**config.mk**
```make
export PLATFORM = sky130hd
export DESIGN_NAME = interval_timer
export DESIGN_NICKNAME = d
export VERILOG_FILES = /design/src/rtl/interval_timer.sv
export SDC_FILE = /design/constraint.sdc
export NUM_CORES = 1
export LEC_CHECK = 0
export BUFFER_PORTS_ARGS = -buffer_cell sky130_fd_sc_hd__buf_2
export CORE_ASPECT_RATIO = 1.4
export CORE_MARGIN = 1.5
export CORE_UTILIZATION = 45
export CTS_CLUSTER_DIAMETER = 30
export DETAILED_ROUTE_END_ITERATION = 8
export GPL_ROUTABILITY_DRIVEN = 0
export PLACE_DENSITY = 0.63
export SLEW_MARGIN = 15
export SYNTH_ARGS = -nofsm -noshare
export SYNTH_HDL_FRONTEND = slang
export SYNTH_SLANG_ARGS = --single-unit
```
**constraint.sdc**
```tcl
create_clock -name clk -period 2.6 [get_ports clk]
set_input_delay 0.39 -clock clk [delete_from_list [all_inputs] [get_ports clk]]
set_output_delay 0.39 -clock clk [all_outputs]
set_load 0.02 [all_outputs]
```
**src/rtl/interval_timer.sv**
```systemverilog
// Programmable 16-bit down-counting interval timer with a maskable expiry interrupt.
// Optional prescaler (PRESCALE register + pre_cnt) is built when TIMER_PRESCALE_EN is defined.
`timescale 1ns/1ps
module interval_timer #(
  parameter int WIDTH = 16
) (
  input  logic             clk,
  input  logic             rst_n,
  input  logic             clk_1mhz,
  input  logic [1:0]       addr,
  input  logic [WIDTH-1:0] wdata,
  input  logic             we,
  output logic [WIDTH-1:0] rdata,
  output logic             irq
);

  localparam logic [1:0] ADDR_CTRL     = 2'd0;
  localparam logic [1:0] ADDR_LOAD     = 2'd1;
  localparam logic [1:0] ADDR_COUNT    = 2'd2;
  localparam logic [1:0] ADDR_PRESCALE = 2'd3;

  logic             r_clk_q;
  logic             r_en;
  logic             r_auto;
  logic             r_irq_en;
  logic             r_flag;
  logic [WIDTH-1:0] r_load;
  logic [WIDTH-1:0] r_count;

  logic w_tick;
  logic w_wr_ctrl;
  logic w_wr_load;
  logic w_wr_count;
  logic w_active;
  logic w_step;
  logic w_expire;

  assign w_tick     = clk_1mhz & ~r_clk_q;
  assign w_wr_ctrl  = we && (addr == ADDR_CTRL);
  assign w_wr_load  = we && (addr == ADDR_LOAD);
  assign w_wr_count = we && (addr == ADDR_COUNT);
  // A CTRL write that drops EN suppresses the tick in the same cycle.
  assign w_active   = w_tick & r_en & ~(w_wr_ctrl & ~wdata[0]);
  assign w_expire   = w_step && (r_count == '0);

`ifdef TIMER_PRESCALE_EN
  logic       w_wr_pre;
  logic [7:0] r_prescale;
  logic [7:0] r_pre_cnt;

  assign w_wr_pre = we && (addr == ADDR_PRESCALE);
  assign w_step   = w_active && (r_pre_cnt == r_prescale);

  always_ff @(posedge clk or negedge rst_n) begin
    if (!rst_n) begin
      r_prescale <= '0;
      r_pre_cnt  <= '0;
    end else begin
      if (w_wr_pre) r_prescale <= wdata[7:0];
      if (w_wr_ctrl && wdata[0] && !r_en) begin
        r_pre_cnt <= '0;
      end else if (w_active) begin
        if (r_pre_cnt == r_prescale) r_pre_cnt <= '0;
        else                         r_pre_cnt <= r_pre_cnt + 8'd1;
      end
    end
  end
`else
  assign w_step = w_active;
`endif

  always_ff @(posedge clk or negedge rst_n) begin
    if (!rst_n) begin
      r_clk_q  <= 1'b0;
      r_en     <= 1'b0;
      r_auto   <= 1'b0;
      r_irq_en <= 1'b0;
      r_flag   <= 1'b0;
      r_load   <= '0;
      r_count  <= '0;
    end else begin
      r_clk_q <= clk_1mhz;
      if (w_wr_ctrl) begin
        r_en     <= wdata[0];
        r_auto   <= wdata[1];
        r_irq_en <= wdata[2];
        if (wdata[3]) r_flag <= 1'b0;
      end
      // Expiry is ordered after the CTRL write so a same-cycle flag clear loses.
      if (w_step) begin
        if (!w_expire) begin
          r_count <= r_count - WIDTH'(1);
        end else begin
          r_flag <= 1'b1;
          if (r_auto) r_count <= r_load;
          else        r_en    <= 1'b0;
        end
      end
      if (w_wr_load)  r_load  <= wdata;
      if (w_wr_count) r_count <= wdata;
    end
  end

  always_comb begin
    rdata = '0;
    case (addr)
      ADDR_CTRL:     rdata = {{(WIDTH-4){1'b0}}, r_flag, r_irq_en, r_auto, r_en};
      ADDR_LOAD:     rdata = r_load;
      ADDR_COUNT:    rdata = r_count;
`ifdef TIMER_PRESCALE_EN
      ADDR_PRESCALE: rdata = {{(WIDTH-8){1'b0}}, r_prescale};
`else
      ADDR_PRESCALE: rdata = '0;
`endif
      default:       rdata = '0;
    endcase
  end

  assign irq = r_flag & r_irq_en;

endmodule
```
Word-level counts from Yosys, hierarchy flattened
Index checks and enable logic that the tools add are counted.

word-level totals
  output and inout bits = 17
  word-level logic and storage cells = 41
  input port bits = 22
  bits in registers = 37

cells by class
  $add $sub $neg = 1
  bitwise gates (word level) = 8
  reduce and logical (&&, ||, !) cells = 8
  eq/ne operators = 4
  multiplexer cells = 13

operators with widths
  cell                     count
  $mux W16                 4
  $pmux W16 S4             1
  $logic_not A16 Y1        1
  $sub A16 B1 Y16 const B  1
  $mux W1                  8
  $and A1 B1 Y1            5
  $eq A2 B2 Y1 const B     2
  $logic_and A1 B1 Y1      4
  $ne A3 B3 Y1 const B     1
  $not A1 Y1               3
  $eq A2 B1 Y1 const B     1
  $logic_not A2 Y1         1
  $reduce_and A2 Y1        1
  $reduce_bool A2 Y1       1

Logic depth before layout (Yosys ltp)
Gate-level depths: netlist of run 1.

  depth after elaboration = 9
  mapped depth = 8

Worst setup path after synthesis of run 1
OpenSTA, ideal clock, no wires.

  kind = reg-to-reg
  start = reg r_count[0]
  end = reg r_count[14]
  buffers on the path = 0
  stages on the path, launching flop included = 8
  setup slack = 0.420 ns
  library setup time = 0.119 ns
  arrival time = 2.062 ns
  data required time = 2.481 ns
  path through = dfrtp_1 -> inv_1 -> ha_1 -> or4b_1 -> or4_4 -> o41ai_1 -> o311ai_1 -> o21a_1

between the ends
  word-level cells in the longest chain between the ends = 5

ends and longest elaborated chain
  element                                                  line  text
  from (decl)                                              28    logic [WIDTH-1:0] r_count;
  from (signal assigned)                                   92    r_count <= r_count - WIDTH'(1);
  from (signal assigned)                                   95    if (r_auto) r_count <= r_load;
  from (signal assigned)                                   100   if (w_wr_count) r_count <= wdata;
  branches (longest 5 deep; another with $sub A16 B1 Y16)  n/a

Several ways; the timed one is not identified. The select of a mux whose other input is x is not followed.
A chain may end at the register's enable or synchronous reset.

Worst setup path in the final report of run 1
Ends and elaborated chain as after synthesis.

==> results.md, run 1 <==
* Diodes inserted at 0
* Clock tree sinks at 37
* P per Cell Area at 655 nW/um^2
* Number of global-route vias before repair at 2131
* I/O pin cnt at 39
* Vias per cell at 5.97
* Core Rows at 30
* Die extent in y at 87.9 um
* Max H-tree Level at 2
* Synthesized area per cell at 9.57 sq um
* Clock skew at 6.16 ps
* CTS tree: built
* HP Class: input pin to async pin
* Root buf cell: clkbuf_8
* Core area at 4920 sq um
* Final WL at 6.31 mm
* CP max-delay cell: or4b_1
* Synth warnings at 0
* Worst-path cell chain: inv_1 -> ha_1 -> or4b_1 -> or4_4 -> o41ai_1 -> o311ai_1 -> o21a_1
* Final Hold Viols at 0
* Total global-route track usage at 24.6%
* Status: finished clean
* Max IR drop VDD at 0.331 mV
* Multi-input gate area at 1290 sq um
* FF/Latch Area at 926 sq um
* Async set or reset register ratio after synthesis at 100%
* Crit Path Category: flip-flop to flip-flop
* Clock power frac at 24.7%
* Internal power at 1.17 mW
* #FFs+latches synth at 37
* Maxcap violations at 0
* Period utilization at 90.5%
* Die width at 63.6 um
* Yosys cell types at 56
* CP arrival at 2540 ps
* First-pass GRT wire length at 10.7 mm
* Area grow syn2layout at 18.4%
* Switch share at 35.0%
* Starting DRT DRC Count at 151
* Crit-path max FO at 5
* Non-filler instance count after layout at 356
* Final net count at 314
* DRC violations left at 0
* Largest net degree at the start of global routing at 38
* Final setup vio count at 0
* CTS Buf Count at 5
* Max Clk Rate at 425 MHz
* Max-slew violations at 0
* Combinational Power Share at 28.4%
* Crit path required time at 2780 ps
* Dpl hpwl at 4.50 mm
* Syn Inst Count at 242
* Rel. slew slack at 43.0%
* Post-Syn Area at 2320 sq um
* Layout fillers at 459
* Tmin final at 2350 ps
* Max stage delay on crit path at 560 ps
* Switching power total at 0.629 mW
* Worst skew pair latency at 290 ps
* Initial antenna violation count at 0
* Die area at 5590 sq um
* Final setup TNS at 0 ps
* Critical path endpoint category: flip-flop
* DR vias at 2127
* Layout cell share with drive strength beyond 1 at 32.2%
* Cells after DPL at 346
* RSZ-0062 raised after global routing: false
* Syn Nets at 265
* GR Overflow Total at 0
* Initial Util at 47.1%
* Flop2flop setup slack at 250 ps
* Post-synth EDFFs at 0
* Clock slew at reported path FFs at 80 ps
* Sequential share of the synthesized area at 40.0%
* Startpoint types: flip-flop
* Least-Margin Pin Slew at 855 ps
* Post-route ant nets at 0
* P_leak at 1.20 nW
* DRT Pass-1 Iters at 4
* Main synth FF type: dfrtp_1
* Cts hold-fix bufs at 0
* Port bufs at 38
* Clock buffer depth at 2
* WL/cell at 17.7 um
* Seq pwr share at 46.9%
[cells in the final DEF (no fill, tap or decap), types with 5 or more instances in the layout]
cell	Yosys	layout
a21oi_1	11	11
a22o_1	11	11
a31oi_1	5	5
buf_2	1	38
buf_4	1	18
clkbuf_8	3	7
dfrtp_1	37	37
inv_1	6	6
mux2_2	17	17
mux2i_1	5	5
nand2_1	29	29
nand3_1	7	7
nor2_1	14	14
nor3_1	6	6
o21ai_0	19	19
[what timing repair did]
| action | 4_1_cts | 5_1_grt |
|---|---|---|
| buffers inserted | 0 | 2 |
| gates resized for setup | 0 | 1 |
| endpoints found under the setup margin | 0 | 1 |
[per-stage QoR]
| stage | hold WS, ps | total power [mW] | worst slack (ps) | area, sq um | util (%) |
|---|---|---|---|---|---|
| 2_1_floorplan | 94.4 | 1.17 | 420 | 2320 | - |
| 3_3_place_gp | 490 | 1.34 | 301 | 2620 | 53.2 |
| 3_5_place_dp | 495 | 1.35 | 267 | 2620 | 53.2 |
| 4_1_cts | 229 | 1.81 | 248 | 2720 | 55.3 |
| 5_1_grt | 230 | 1.91 | 9.98 | 2740 | 55.8 |
| 6_report | 208 | 1.80 | 246 | 2740 | 55.8 |
[routing by layer]
| metal | global-route usage [%] | vias up | share of wire [%] |
|---|---|---|---|
| met5 | 0 | - | 0 |
| met4 | 7.91 | 0 | 1.6 |
| met3 | 4.37 | 8 | 3.6 |
| met2 | 44.1 | 57 | 52 |
| met1 | 30.0 | 1059 | 43 |
| li1 | - | 1003 | - |
[flip-flops by register name, summed over array words and instances (netlist names)]
signal	cells
r_count	16
r_en	1
r_irq_en	1
r_load	16
r_clk_q	1
r_flag	1
r_auto	1
[synthesized netlist by cell type (4+ instances only)]
master | instances | area [sq um]
inv_1 | 6 | 22.5
a22o_1 | 11 | 96.3
nand3_1 | 7 | 35.0
a21o_1 | 4 | 30.0
o21ai_0 | 19 | 95.1
dfrtp_1 | 37 | 926
nand2_1 | 29 | 109
nor2_1 | 14 | 52.6
a21oi_1 | 11 | 55.1
nor3_1 | 6 | 30.0
mux2i_1 | 5 | 50.1
o31a_1 | 4 | 35.0
clkbuf_1 | 8 | 30.0
a31oi_1 | 5 | 31.3
mux2_2 | 17 | 191
[kinds of logic (layout without fill, tap and decap cells)]
family	count (synthesis)	count (layout)	share of synthesized area, %
DFF	37	37	40.0
muxes	22	22	10.4
adders and majority gates	1	1	0.540
AOI/OAI and AO/OA	75	75	23.2
xor gates and xnor gates	3	3	1.13
buffers and inverters	20	70	4.81
and+or+nand+nor	84	84	19.9
[worst max-delay path, delay by kind of cell (launching register included)]
kind | cells | cell delay, ps
AND/OR/NAND/NOR | 2 | 1040
AO/OA/AOI/OAI | 3 | 520
flip-flops | 1 | 420
adder cells (fa/ha/maj) | 1 | 200
buffers and inverters | 1 | 70
[power by group through the flow]
stage | combinational (mW) | clock (mW) | sequential, mW
2_1_floorplan | 0.371 | 0 | 0.799
3_3_place_gp | 0.501 | 0 | 0.843
3_5_place_dp | 0.507 | 0 | 0.846
4_1_cts | 0.511 | 0.459 | 0.835
5_1_grt | 0.570 | 0.478 | 0.859
6_report | 0.509 | 0.444 | 0.842
[path summary, 6_finish.rpt]
check / startpoint / end / cells past startpoint
worst max-delay path: r_count[0] / r_count[14] / 7
max in group asynchronous: rst_n / r_load[10] / 1
worst min register to register: r_flag / r_flag / 2
worst max register to register: r_count[0] / r_count[14] / 7
min in group clk: clk_1mhz / r_clk_q / 1
worst min-delay path: rst_n / r_load[0] / 1
[area by class of cell]
class,instances,share of cell area [%]
Multi-Input combinational cell,185,46.9
Sequential cell,37,33.8
Timing Repair Buffer,56,11.9
Clock buffer,7,3.51
Tap cell,64,2.92
Inverter,6,0.822
Clock inverter,1,0.183
Note: power is estimated with default switching activity, not from simulation.
==> run 2, diff against run 1 <==
--- a/config.mk
+++ b/config.mk
@@ -13,6 +13,7 @@
 export DETAILED_ROUTE_END_ITERATION = 8
 export GPL_ROUTABILITY_DRIVEN = 0
 export PLACE_DENSITY = 0.63
+export REMOVE_ABC_BUFFERS = 1
 export SLEW_MARGIN = 15
 export SYNTH_ARGS = -nofsm -noshare
 export SYNTH_HDL_FRONTEND = slang
==> results.md, run 2 (same netlist as run 1, synthesis figures left out) <==
* Status: finished clean
* Crit-path max FO at 5 (unchanged)
* Starting DRT DRC Count at 73 (-52%)
* Largest regs: r_count (16), r_load (16)
* Core area at 4920 sq um (unchanged)
* Largest net degree at the start of global routing at 38 (unchanged)
* Internal power at 1.14 mW (-2.6%)
* Combinational Power Share at 28.7% (+0.3 points)
* DRC violations left at 0 (unchanged)
* Tmin final at 2400 ps (+46.5 ps)
* P_leak at 1.17 nW (-2.5%)
* Layout cell share with drive strength beyond 1 at 30.7% (-1.5 points)
* Least-Margin Pin Slew at 852 ps (-3.28 ps)
* Max H-tree Level at 2 (unchanged)
* CP arrival at 2580 ps (+40 ps)
* HP Class: input pin to async pin
* DRT Pass-1 Iters at 4 (unchanged)
* Switch share at 35.0% (about the same)
* Total global-route track usage at 23.1% (-1.5 points)
* Worst skew pair latency at 290 ps (about the same)
* Clock power frac at 23.2% (-1.5 points)
* Clock skew at 4.96 ps (-1.20 ps)
* Final WL at 6.12 mm (-3.0%)
* Initial Util at 47.1% (unchanged)
* Die area at 5590 sq um (unchanged)
* DR vias at 2112 (-0.71%)
* Post_cts resized at 0 (unchanged)
* Max IR drop VDD at 0.275 mV (-17%)
* P per Cell Area at 651 nW/um^2 (-0.65%)
* Critical path endpoint category: flip-flop
* Final Hold Viols at 0 (unchanged)
* Die width at 63.6 um (unchanged)
* Most frequent cells in the layout: 38 x buf_2, 37 x dfrtp_1, 29 x nand2_1, 19 x o21ai_0, 17 x mux2_2
* Clock slew at reported path FFs at 70 ps (about the same)
* Diodes inserted at 0 (unchanged)
* Final net count at 310 (-1.3%)
* Startpoint types: flip-flop
* WL/cell at 17.4 um (-1.6%)
* Post-CTS setup buffers at 0 (unchanged)
* Crit path required time at 2780 ps (about the same)
* CTS tree: built
* Period utilization at 92.3% (+1.8 points)
* Final setup TNS at 0 ps (unchanged)
* Switching power total at 0.613 mW (-2.5%)
* Seq pwr share at 48.1% (+1.2 points)
* Area grow syn2layout at 16.1%
* Clock tree sinks at 37 (unchanged)
* Crit Path Category: flip-flop to flip-flop
* Port bufs at 38 (unchanged)
* Max-slew violations at 0 (unchanged)
* Dpl hpwl at 4.48 mm (-0.29%)
* Initial antenna violation count at 0 (unchanged)
* Post-route ant nets at 0 (unchanged)
* Core Rows at 30 (unchanged)
* Max Clk Rate at 417 MHz (-1.9%)
* Clock buffer depth at 2 (unchanged)
* Number of global-route vias before repair at 2097 (-1.6%)
* RSZ-0062 raised after global routing: false
* Final setup vio count at 0 (unchanged)
* CTS Buf Count at 5 (unchanged)
* Root buf cell: clkbuf_8
* Maxcap violations at 0 (unchanged)
* Die extent in y at 87.9 um (unchanged)
* First-pass GRT wire length at 9.96 mm (-6.5%)
* Rel. slew slack at 43.2% (+0.22 points)
* GR Overflow Total at 0 (unchanged)
* Layout fillers at 483 (+5.2%)
* Vias per cell at 6.02 (+0.71%)
* I/O pin cnt at 39 (unchanged)
* Cts hold-fix bufs at 0 (unchanged)
* Tot Pwr at 1.75 mW (-2.6%)
* Commonest non-fill, non-tap cell in the layout: buf_2
[run 2: cell count changes in the layout (fill, tap and decap cells not counted)]
cell      before  now
o21ai_2        0    1
o21ai_4        1    0
clkbuf_8       7    6
buf_4         18   14
clkbuf_1       0    1
clkinv_2       1    0
[run 2: critical path, stage by stage, from the launching register on]
cell,delay [ps]
dfrtp_1,430
inv_1,80
ha_1,210
or4b_1,570
or4_4,490
o41ai_1,260
o311ai_1,150
o21a_1,120
[run 2: path summary, 6_finish.rpt]
check                                start          end  slack (ps)  depth (start not counted)
worst max-delay path            r_count[0]  r_count[14]         200                          7
worst min-delay path                 rst_n    r_load[2]         210                          1
worst max register to register  r_count[0]  r_count[14]         200                          7
worst min register to register      r_flag       r_flag         500                          2
max in group asynchronous            rst_n    r_load[7]        1860                          1
min in group clk                  clk_1mhz      r_clk_q         230                          1
[run 2: final cells by class]
class                   instances  area, sq um  area share, %
multi-input cells             185         1280           47.6
flip-flops and latches         37          926           34.4
repair buffers                 52          295           11.0
clock buffers                   7         86.3           3.21
well taps                      64         80.1           2.98
inverters                       6         22.5          0.838
[run 2: power groups by stage]
stage | Combinational, mW | Sequential [mW] | Clock [mW]
after floorplan | 0.336 | 0.810 | 0
after global placement | 0.499 | 0.847 | 0
after detailed placement | 0.503 | 0.849 | 0
after CTS | 0.505 | 0.838 | 0.419
after global routing | 0.553 | 0.857 | 0.441
final | 0.501 | 0.842 | 0.407
[run 2: per-stage QoR]
step	utilization (%)	hold WS, ps	cells	cell area, sq um	setup WS [ps]
2_1_floorplan	-	94.4	228	2230	393
3_3_place_gp	52.9	485	344	2600	299
6_report	54.7	205	351	2690	200
5_1_grt	54.7	223	351	2690	42.1
3_5_place_dp	52.9	496	344	2600	216
4_1_cts	54.7	223	351	2690	213
[run 2: metal layers]
| layer | track usage, % | vias up | part of all wire [%] | wire length, um |
|---|---|---|---|---|
| met5 | 0 | - | 0 | 0 |
| met2 | 41.8 | 52 | 52 | 3170 |
| met4 | 11.1 | 0 | 2.2 | 133 |
| met1 | 26.4 | 1054 | 42 | 2580 |
| li1 | - | 995 | - | - |
| met3 | 3.98 | 11 | 3.9 | 238 |
==> run 3, diff against run 2 <==
--- a/config.mk
+++ b/config.mk
@@ -12,7 +12,7 @@
 export CTS_CLUSTER_DIAMETER = 30
 export DETAILED_ROUTE_END_ITERATION = 8
 export GPL_ROUTABILITY_DRIVEN = 0
-export PLACE_DENSITY = 0.63
+export PLACE_DENSITY = 0.66
 export REMOVE_ABC_BUFFERS = 1
 export SLEW_MARGIN = 15
 export SYNTH_ARGS = -nofsm -noshare
==> constraint.sdc (replaced) <==
create_clock -name clk -period 2.2 [get_ports clk]
set_input_delay 0.33 -clock clk [delete_from_list [all_inputs] [get_ports clk]]
set_output_delay 0.33 -clock clk [all_outputs]
set_load 0.02 [all_outputs]
==> results.md, run 3 (same netlist as run 1, synthesis figures left out) <==
* Clock skew at 7.02 ps (+2.06 ps)
* Max Clk Rate at 461 MHz (+11%)
* I/O pin cnt at 39 (unchanged)
* Initial Util at 47.1% (unchanged)
* Layout cell share with drive strength beyond 1 at 36.1% (+5.4 points)
* Maxcap violations at 0 (unchanged)
* Diodes inserted at 0 (unchanged)
* Largest net degree at the start of global routing at 38 (unchanged)
* Status: finished clean
* Clock tree sinks at 37 (unchanged)
* DRT Pass-1 Iters at 4 (unchanged)
* Core Rows at 30 (unchanged)
* Core area at 4920 sq um (unchanged)
* Final setup TNS at 0 ps (unchanged)
* Least-Margin Pin Slew at 867 ps (+14.7 ps)
* HP Class: input pin to async pin
* Clock buffer depth at 2 (unchanged)
* Max H-tree Level at 2 (unchanged)
* Flop2flop setup slack at 30 ps (-170 ps)
* P per Cell Area at 760 nW/um^2 (+17%)
* DR vias at 2175 (+3.0%)
* RSZ-0062 raised after global routing: true
* Area grow syn2layout at 23.4%
* GR Overflow Total at 0 (unchanged)
* Most frequent cells in the layout: 38 x buf_2, 37 x dfrtp_1, 31 x buf_4, 29 x nand2_1, 19 x o21ai_0
* Worst skew pair latency at 300 ps (about the same)
* Crit-path max FO at 2 (-3)
* Starting DRT DRC Count at 97 (+33%)
* Die extent in y at 87.9 um (unchanged)
* Rel. slew slack at 42.2% (-0.98 points)
* Period utilization at 98.6% (+6.3 points)
* Final Hold Viols at 0 (unchanged)
* CTS Buf Count at 5 (unchanged)
* Non-filler instance count after layout at 369 (+5.1%)
* CTS tree: built
* CP arrival at 2360 ps (-220 ps)
* Initial antenna violation count at 0 (unchanged)
* Die area at 5590 sq um (unchanged)
* Critical Path Most Common Cell: or4_4
* Max stage delay on crit path at 580 ps (about the same)
* Max-slew violations at 0 (unchanged)
* First-pass GRT wire length at 10.9 mm (+9.8%)
* Clock slew at reported path FFs at 80 ps (about the same)
* Startpoint types: flip-flop
* Post-route ant nets at 0 (unchanged)
* DRC violations left at 0 (unchanged)
* CP max-delay cell: or4_4
* Final net count at 327 (+5.5%)
* Crit Path Category: flip-flop to flip-flop
* Dpl hpwl at 4.84 mm (+8.0%)
* Number of global-route vias before repair at 2238 (+6.7%)
* Worst-path cell chain: or4_4 -> or4_4 -> o41ai_4 -> o311ai_2 -> o21a_1
* Util after Layout at 58.1% (+3.4 points)
* Total global-route track usage at 25.6% (+2.5 points)
* Final WL at 6.65 mm (+8.6%)
* Final Cell Area at 2860 sq um (+6.3%)
* Commonest non-fill, non-tap cell in the layout: buf_2
* Tmin final at 2170 ps (-232 ps)
* Final setup vio count at 0 (unchanged)
* Crit path required time at 2390 ps (-390 ps)
* Cells after DPL at 361 (+4.9%)
* Largest regs: r_count (16), r_load (16)
* P_leak at 1.27 nW (+8.4%)
* Max IR drop VDD at 0.387 mV (+41%)
* Placed Area at 2730 sq um (+4.9%)
* Die width at 63.6 um (unchanged)
* Critical path endpoint category: flip-flop
* Root buf cell: clkbuf_8
* Vias per cell at 5.89 (-2.0%)
* Port bufs at 38 (unchanged)
* WL/cell at 18.0 um (+3.3%)
-- run 3: cell types whose count changed in the layout (fill, tap and decap cells not counted), sizes merged --
cell and change:
buf +17, clkinv +2, clkbuf -1
-- run 3: cell type report --
type	instances	area (sq um)
inverters	6	22.5
clock inverters	2	10.0
flip-flops and latches	37	926
clock buffers	6	72.6
multi-input cells	185	1320
repair buffers	69	423
fillers	446	2060
well taps	64	80.1
-- run 3: final timing paths --
kind                             from           to  cells past startpoint
min                             rst_n    r_load[2]                      1
max                        r_count[9]  r_count[14]                      5
max in group asynchronous       rst_n   r_load[12]                      1
min reg2reg                r_load[15]   r_load[15]                      1
min in group clk             clk_1mhz      r_clk_q                      1
max reg2reg                r_count[9]  r_count[14]                      5
-- run 3: worst max-delay path: cells and delay by family (launching register included) --
family             cells  cell delay (ps)
DFF                    1              410
and+or+nand+nor        2             1150
AOI/OAI and AO/OA      3              500
-- run 3: routing by layer --
layer | vias to the layer above | global-route usage, % | share of wire, %
met4 | 0 | 16.0 | 3.4
met5 | - | 0 | 0
li1 | 1028 | - | -
met3 | 18 | 3.08 | 3.8
met2 | 69 | 43.4 | 51
met1 | 1060 | 31.0 | 42
-- run 3: report_power, final --
part	switching, mW	internal (mW)	leakage, nW
sequential	0.156	0.813	0.438
clock	0.259	0.220	0.0450
combinational	0.378	0.345	0.790
-- run 3: metrics by stage --
step	total power [mW]	setup slack (ps)	hold slack, ps
after detailed placement	1.67	-55.0	469
after global placement	1.66	57.0	465
final	2.17	31.3	138
after global routing	2.30	-74.2	160
after floorplan	1.35	-7.14	34.4
after CTS	2.15	19.2	157
-- run 3: repair_timing --
item                                    4_1_cts  5_1_grt
pin swaps                                     1        2
buffers inserted                              0        0
resized for setup                             1        5
hold buffers                                  0        0
endpoints found under the setup margin        1        8
